==> src/rtl/sysid_regs_pkg.sv <==
// sysid_regs shared constants: word map, CAPS layout, unmapped value.
// Imported by sysid_regs and sysid_regs_rdpipe.
package sysid_regs_pkg;

    localparam logic [2:0] ADDR_ID        = 3'd0;
    localparam logic [2:0] ADDR_TIMESTAMP = 3'd1;
    localparam logic [2:0] ADDR_UPTIME_LO = 3'd2;
    localparam logic [2:0] ADDR_UPTIME_HI = 3'd3;
    localparam logic [2:0] ADDR_SCRATCH   = 3'd4;
    localparam logic [2:0] ADDR_CAPS      = 3'd5;

    localparam int CAPS_UPTIME_BIT  = 0;
    localparam int CAPS_LATENCY_LSB = 4;
    localparam int CAPS_TICKDIV_LSB = 16;

    localparam logic [31:0] UNMAPPED_VALUE = 32'h0;

    function automatic logic [31:0] caps_word(
        input int   tick_div,
        input int   latency,
        input logic uptime_present
    );
        logic [31:0] w;
        w = '0;
        w[CAPS_TICKDIV_LSB +: 16] = 16'(tick_div);
        w[CAPS_LATENCY_LSB +: 4]  = 4'(latency);
        w[CAPS_UPTIME_BIT]        = uptime_present;
        return w;
    endfunction

endpackage

==> src/rtl/sysid_regs_rdpipe.sv <==
// sysid_regs read-return delay line: LATENCY stages of data and valid.
// Reset empties every stage so in-flight reads never return.
module sysid_regs_rdpipe
    import sysid_regs_pkg::*;
#(
    parameter int LATENCY = 1,
    parameter int WIDTH   = 32
) (
    input  logic             clk,
    input  logic             reset,
    input  logic             accept,
    input  logic [WIDTH-1:0] sample,
    output logic             valid,
    output logic [WIDTH-1:0] data
);

    logic [LATENCY-1:0] vld;
    logic [WIDTH-1:0]   dat [LATENCY];

    // Shift the sampled word and its valid flag one stage per clock.
    always_ff @(posedge clk) begin
        if (reset) begin
            vld <= '0;
            for (int k = 0; k < LATENCY; k++) begin
                dat[k] <= '0;
            end
        end else begin
            vld[0] <= accept;
            dat[0] <= sample;
            for (int k = 1; k < LATENCY; k++) begin
                vld[k] <= vld[k-1];
                dat[k] <= dat[k-1];
            end
        end
    end

    assign valid = vld[LATENCY-1];
    assign data  = dat[LATENCY-1];

endmodule

==> src/rtl/sysid_regs.sv <==
// sysid_regs: system ID / timestamp / uptime / scratch register slave.
// Uptime logic is built only when SYSID_REGS_UPTIME_EN is defined.
module sysid_regs
    import sysid_regs_pkg::*;
#(
    parameter logic [31:0] ID_VALUE        = 32'd364094772,
    parameter logic [31:0] TIMESTAMP_VALUE = 32'd1426599870,
    parameter int          READ_LATENCY    = 1,
    parameter int          TICK_DIV        = 1
) (
    input  logic        clk,
    input  logic        reset,
    input  logic [2:0]  address,
    input  logic        read,
    input  logic        write,
    input  logic [31:0] writedata,
    input  logic [3:0]  byteenable,
    output logic [31:0] readdata,
    output logic        readdatavalid
);

    logic [31:0] scratch;
    logic [31:0] up_lo;
    logic [31:0] up_hi;
    logic [31:0] rd_word;
    logic        wr_scratch;

`ifdef SYSID_REGS_UPTIME_EN
    localparam logic UPTIME_PRESENT = 1'b1;
    localparam int   PW = (TICK_DIV > 1) ? $clog2(TICK_DIV) : 1;

    logic [PW-1:0] prescale;
    logic [63:0]   uptime;
    logic [31:0]   shadow;
    logic          wrap;

    assign wrap = (prescale == PW'(TICK_DIV - 1));

    // Prescaler wrap advances the free-running 64-bit uptime counter.
    always_ff @(posedge clk) begin
        if (reset) begin
            prescale <= '0;
            uptime   <= '0;
        end else if (wrap) begin
            prescale <= '0;
            uptime   <= uptime + 64'd1;
        end else begin
            prescale <= prescale + PW'(1);
        end
    end

    // Low-word read freezes the high word so the pair reads coherently.
    always_ff @(posedge clk) begin
        if (reset) begin
            shadow <= '0;
        end else if (read && address == ADDR_UPTIME_LO) begin
            shadow <= uptime[63:32];
        end
    end

    assign up_lo = uptime[31:0];
    assign up_hi = shadow;
`else
    localparam logic UPTIME_PRESENT = 1'b0;

    assign up_lo = UNMAPPED_VALUE;
    assign up_hi = UNMAPPED_VALUE;
`endif

    localparam logic [31:0] CAPS_VALUE =
        caps_word(TICK_DIV, READ_LATENCY, UPTIME_PRESENT);

    // A simultaneous read wins; the write is dropped.
    assign wr_scratch = write && !read && (address == ADDR_SCRATCH);

    // Byte-lane merge into the only writable register.
    always_ff @(posedge clk) begin
        if (reset) begin
            scratch <= '0;
        end else if (wr_scratch) begin
            for (int b = 0; b < 4; b++) begin
                if (byteenable[b]) begin
                    scratch[8*b +: 8] <= writedata[8*b +: 8];
                end
            end
        end
    end

    // Select the word to sample at acceptance.
    always_comb begin
        rd_word = UNMAPPED_VALUE;
        case (address)
            ADDR_ID:        rd_word = ID_VALUE;
            ADDR_TIMESTAMP: rd_word = TIMESTAMP_VALUE;
            ADDR_UPTIME_LO: rd_word = up_lo;
            ADDR_UPTIME_HI: rd_word = up_hi;
            ADDR_SCRATCH:   rd_word = scratch;
            ADDR_CAPS:      rd_word = CAPS_VALUE;
            default:        rd_word = UNMAPPED_VALUE;
        endcase
    end

    sysid_regs_rdpipe #(
        .LATENCY (READ_LATENCY),
        .WIDTH   (32)
    ) u_rdpipe (
        .clk    (clk),
        .reset  (reset),
        .accept (read),
        .sample (rd_word),
        .valid  (readdatavalid),
        .data   (readdata)
    );

endmodule

==> config.mk <==
export PLATFORM = sky130hd
export DESIGN_NAME = sysid_regs
export DESIGN_NICKNAME = d
export VERILOG_FILES = /design/src/rtl/sysid_regs_pkg.sv /design/src/rtl/sysid_regs_rdpipe.sv /design/src/rtl/sysid_regs.sv
export SDC_FILE = /design/constraint.sdc
export NUM_CORES = 1
export LEC_CHECK = 0
export ABC_CLOCK_PERIOD_IN_PS = 1240
export CORE_UTILIZATION = 46
export DETAILED_ROUTE_END_ITERATION = 12
export PLACE_DENSITY = 0.83
export SLEW_MARGIN = 40
export SYNTH_ARGS = -nofsm -noshare
export SYNTH_HDL_FRONTEND = slang
export SYNTH_SLANG_ARGS = --single-unit
==> constraint.sdc <==
create_clock -name clk -period 1.24 [get_ports clk]
set_input_delay 0.124 -clock clk [delete_from_list [all_inputs] [get_ports clk]]
set_output_delay 0.124 -clock clk [all_outputs]
set_load 0.05 [all_outputs]
==> metrics.yaml, run 1 <==
worst_hold_path:
  hold_start: "reset"
  hold_class: "in2reg"
finish:
  num_antenna_cells: 0
  nets: 378
  finish.utilization: 0.7717
  drive_gt1_frac: 0.2147
  area_growth_syn_to_layout_pct: 59.58
synth:
  synth_cells: 247
  yosys-top-cells-area: "dfxtp_1 52%, nand2b_1 19%, mux2i_1 13%"
  synth_area_per_cell_sq_um: 10.13
  synthDistinctLibCells: 18
  syn_nets: 290
  yosysTopAreaCell: "dfxtp_1"
  ys_async_sr_fraction: 0
  ys_seq_elements: 65
  synthesis.area_sq_mm: 0.002501
  dominantRegCellSynth: "dfxtp_1"
  yosys_warnings: 0
  synthTopCellsByCount: "74 x nand2b_1, 65 x dfxtp_1, 32 x mux2i_1"
  yosysSeqAreaShare: 0.5203
  yosys.area.top_type_share: 0.5203
  synthMostInstantiatedCell: "nand2b_1"
  synth-edff-count: 0
power:
  powerDensity_mw_per_mm2: 1103
  swShare: 0.2333
  p_switching_w: 0.001028
  p_leak_nw: 1.537
  pwr-share-seq: 0.488
  ir_drop_uv: 642.9
  p_int_w: 0.003376
  clkPwrFrac: 0.384
  comb_power_share: 0.128
critical_path:
  cp-endpoint: "scratch[1]$_SDFFE_PP0P_"
  startpoint: "read"
  path_class: "in2reg"
  timing.rr.start: "scratch[16]$_SDFFE_PP0P_"
  crit_path_start_kind: "input port"
  reg2reg_slack_ps: 470
  critPathRequiredTime_ps: 1510
  reg2reg_depth: 2
  crit_fanout: 8
  arrival_ps: 1450
  r2r_end: "u_rdpipe.dat[0][16]$_SDFF_PP0_"
  end_kind: "flip-flop"
clocking:
  numCtsBuffers: 9
  numClockSinks: 65
  clk_path_buf_depth: 2
  cts_setup_buffers: 0
  hold_buffers: 0
  htree_levels: 3
  insertion_delay_ps: 340
  root_buffer: "clkbuf_8"
  clk_pin_slew_ps: 70
  tritoncts: "yes"
detailed_routing:
  vias: 1998
  avgRoutedWirePerCell_um: 14.91
  routed_wl_um: 6114
  drc: 0
  ant_nets: 0
  vias_per_cell: 4.873
  dr.pass1.iters: 4
  drtIter0Drc: 173
timing:
  fin_setup_tns_ps: 0
  fin_skew_ps: 4.153
  max_freq_mhz: 844.7
  rsz0062_at_grt: "no"
  hold-worst-slack_ps: 228.5
  drv_slew: 0
  fin_crit_sh: 0.9547
  setup_viol: 0
  final-hold-violation-count: 0
  period_needed_ps: 1184
  tightest_slew_ps: 272.7
  slew_headroom: 0.8178
floorplan:
  rows: 26
  die_w_um: 75.74
  die_height_um: 75.74
  start_util: 0.4836
  coreArea_sq_mm: 0.005172
  fp.dieArea_sq_mm: 0.005736
  io_pins: 76
global_route:
  grt_max_degree: 36
  antenna_found_initial: 0
  grt_pass1_vias: 1924
  grt-ovfl-total: 0
  track_usage: 0.2336
  grt_pass1_wl_um: 9370
place:
  place_congestion: 0.7881
  portBuffers: 75
  hpwl_um: 4262
flow_run:
  drv_cap: 0
run_status:
  outcome: "complete, no violations"
## through the flow
step                      total power (W)  instances  area, sq um  worst slack [ps]
after global routing             0.004541        410         3991             3.238
after detailed placement         0.002755        394         3791            -417.7
final                            0.004404        410         3991             56.18
after CTS                        0.004430        410         3986             20.53
after floorplan                  0.002427        247         2501             87.20
after global placement           0.002747        394         3791            -353.6
## layout make-up
type                    instances  area [sq um]
clock buffers                  14         182.7
clock inverters                 2         10.01
fillers                       319          1181
inverters                       6         22.52
multi-input cells             160          1109
flip-flops and latches         65          1301
well taps                      70         87.58
repair buffers                 93          1279
## worst min path at each step
| stage | cells past startpoint | slack (ps) | to |
|---|---|---|---|
| 2_1_floorplan | 1 | 250 | u_rdpipe.valid$_SDFF_PP0_ |
| 3_3_place_gp | 2 | 440 | u_rdpipe.dat[0][21]$_SDFF_PP0_ |
| 3_5_place_dp | 2 | 440 | u_rdpipe.dat[0][23]$_SDFF_PP0_ |
| 4_1_cts | 3 | 200 | u_rdpipe.dat[0][16]$_SDFF_PP0_ |
| 5_1_grt | 3 | 250 | u_rdpipe.dat[0][16]$_SDFF_PP0_ |
| 6_report | 3 | 230 | u_rdpipe.dat[0][16]$_SDFF_PP0_ |
## worst max-delay path: stages
cell	delay, ps
clkdlybuf4s50_1	430
nand2b_1	160
buf_4	170
nor3_4	220
buf_12	160
mux2i_1	190
## registers in the layout, indices dropped and copies added (netlist names)
register,cells
u_rdpipe.dat,32
scratch,32
u_rdpipe.valid,1
## cells by family after synthesis
logic type,after synthesis,synth area share
compound gates,21,0.04202
buf+inv,22,0.03752
flops,65,0.5203
mux,32,0.1281
simple gates,107,0.2721
## what timing repair did
item | 4_1_cts | 5_1_grt
cloned | 0 | 0
pin swaps | 0 | 4
setup endpoints to repair | 42 | 22
gates resized for setup | 1 | 2
## power by group through the flow
stage / registers, W / logic (W) / clock network (W)
after floorplan: 0.00227 / 0.000157 / 0
after global placement: 0.00219 / 0.000554 / 0
after detailed placement: 0.00219 / 0.000561 / 0
after CTS: 0.00215 / 0.000569 / 0.00171
after global routing: 0.00215 / 0.000598 / 0.00179
final: 0.00215 / 0.000565 / 0.00169
## per-layer routing
layer | vias up | GRT usage | part of all wire
li1 | 974 | - | -
met1 | 929 | 0.2904 | 0.43
met2 | 80 | 0.3651 | 0.48
met3 | 15 | 0.05291 | 0.065
met4 | 0 | 0.1523 | 0.027
met5 | - | 0 | 0
## placed cells by master (no fill, tap or decap), drive strengths merged
| cell type | count |
|---|---|
| inv | 6 |
| clkbuf | 14 |
| nor2b | 3 |
| nand2b | 74 |
| clkdlybuf4s50 | 39 |
| nor3b | 1 |
| nor3 | 4 |
| nand2 | 11 |
| dlymetal6s2s | 2 |
| and3 | 10 |
| nor2 | 1 |
| dfxtp | 65 |
| or3 | 1 |
| a21oi | 21 |
| buf | 52 |
| or2 | 2 |
| clkinv | 2 |
| mux2i | 32 |
Note: power is estimated with default switching activity, not from simulation.
==> inputs of run 2 (changes only) <==
--- a/config.mk
+++ b/config.mk
@@ -5,10 +5,12 @@
 export SDC_FILE = /design/constraint.sdc
 export NUM_CORES = 1
 export LEC_CHECK = 0
+export ABC_AREA = 0
 export ABC_CLOCK_PERIOD_IN_PS = 1240
-export CORE_UTILIZATION = 46
+export CORE_UTILIZATION = 51
 export DETAILED_ROUTE_END_ITERATION = 12
-export PLACE_DENSITY = 0.83
+export DONT_BUFFER_PORTS = 1
+export PLACE_DENSITY = 0.73
 export SLEW_MARGIN = 40
 export SYNTH_ARGS = -nofsm -noshare
 export SYNTH_HDL_FRONTEND = slang
==> metrics.yaml, run 2 (synthesis gave the netlist of run 1 again) <==
critical_path:
  crit_path_start_kind: "flip-flop"
  reg2reg_depth: 2
  path_class: "reg2out"
  worstSetupPathDepth: 0
  arrival_ps: 970
  end_kind: "output pin"
  crit_fanout: 1
  critPathRequiredTime_ps: 1120
detailed_routing:
  routed_wl_um: 5134
  vias_per_cell: 4.896
  vias: 1743
  ant_nets: 0
  dr.pass1.iters: 4
  avgRoutedWirePerCell_um: 14.42
  drc: 0
  drtIter0Drc: 98
global_route:
  grt-ovfl-total: 0
  antenna_found_initial: 0
  grt_max_degree: 63
  grt_pass1_wl_um: 8280
  track_usage: 0.2140
  grt_pass1_vias: 1696
floorplan:
  die_height_um: 72.03
  coreArea_sq_mm: 0.004723
  rows: 25
  io_pins: 76
  die_w_um: 72.03
  start_util: 0.5295
  fp.dieArea_sq_mm: 0.005188
timing:
  max_freq_mhz: 917.4
  final-hold-violation-count: 0
  fin_crit_sh: 0.8791
  fin_skew_ps: 5.866
  rsz0062_at_grt: "no"
  fin_setup_tns_ps: 0
  drv_slew: 0
  slew_headroom: 0.4616
  tightest_slew_ps: 807.6
  period_needed_ps: 1090
  setup_viol: 0
  worst_slack_ps: 150.0
place:
  numPlacedInstances: 306
  dpl_worst_slack_ps: 49.53
  portBuffers: 0
  place_congestion: 0.7231
  hpwl_um: 2996
  placed_cell_area_sq_mm: 0.002611
clocking:
  numCtsBuffers: 9
  clk_path_buf_depth: 2
  tritoncts: "yes"
  insertion_delay_ps: 330
  htree_levels: 3
  clk_pin_slew_ps: 60
  root_buffer: "clkbuf_8"
  numClockSinks: 65
power:
  powerDensity_mw_per_mm2: 1258
  p_leak_nw: 1.162
  ir_drop_uv: 886.5
run_status:
  outcome: "complete, no violations"
finish:
  layout_commonest_cell: "nand2b_1"
  final_area_sq_mm: 0.003128
  drive_gt1_frac: 0.08304
  num_antenna_cells: 0
  fin_cells: 356
  area_growth_syn_to_layout_pct: 25.06
  nets: 329
  layout_common_cells: "74 x nand2b_1, 65 x dfxtp_1, 34 x dlygate4sd3_1"
  fillers: 393
worst_hold_path:
  hold_class: "in2reg"
  min_path_cells: 2
flow_run:
  drv_cap: 0
[run 2: changes by cell type in the layout (fill, tap and decap cells not counted), sizes merged]
cell | before | now
clkbuf | 14 | 13
buf | 52 | 9
clkinv | 2 | 1
clkdlybuf4s50 | 39 | 0
dlygate4sd3 | 0 | 34
dlymetal6s4s | 0 | 1
dlymetal6s2s | 2 | 0
[run 2: layout make-up]
cell class,instances,area [sq um],area share
flip-flops and latches,65,1301,0.4160
repair buffers,44,470.5,0.1504
clock buffers,13,138.9,0.04440
clock inverters,1,5.005,0.001600
well taps,67,83.83,0.02680
inverters,6,22.52,0.007200
multi-input cells,160,1106,0.3536
[run 2: per-layer routing]
layer,routed length [um],vias up,track usage
met5,0,-,0
met4,99,0,0.1068
met3,223,10,0.05972
met2,2335,59,0.3291
met1,2475,800,0.2767
li1,-,874,-
[run 2: metrics by stage]
stage	util	power [W]	hold WS, ps
after global routing	0.6623	0.004084	15.64
final	0.6623	0.003936	9.105
after CTS	0.6617	0.003950	3.125
after detailed placement	0.5528	0.002428	203.9
after floorplan	-	0.002427	252.2
after global placement	0.5528	0.002430	203.5
[run 2: power breakdown]
group | internal, W | leakage, nW | switching, W
combinational | 0.000160 | 0.562 | 0.000127
sequential | 0.00212 | 0.527 | 0.000105
clock | 0.000703 | 0.0733 | 0.000719
[run 2: final timing paths]
path                                                      from                              to  slack [ps]
worst min register to register         scratch[4]$_SDFFE_PP0P_   u_rdpipe.dat[0][4]$_SDFF_PP0_         450
worst min-delay path                                     reset        scratch[29]$_SDFFE_PP0P_           9
worst max-delay path            u_rdpipe.dat[0][30]$_SDFF_PP0_                    readdata[30]         150
worst max register to register        scratch[16]$_SDFFE_PP0P_  u_rdpipe.dat[0][16]$_SDFF_PP0_         560
[run 2: repair_timing]
item | CTS | global route
gates resized for setup | 0 | 1
endpoints found under the setup margin | 0 | 4
hold buffers | 36 | 0
setup buffers | 0 | 0
endpoints found under the hold margin | 56 | 0
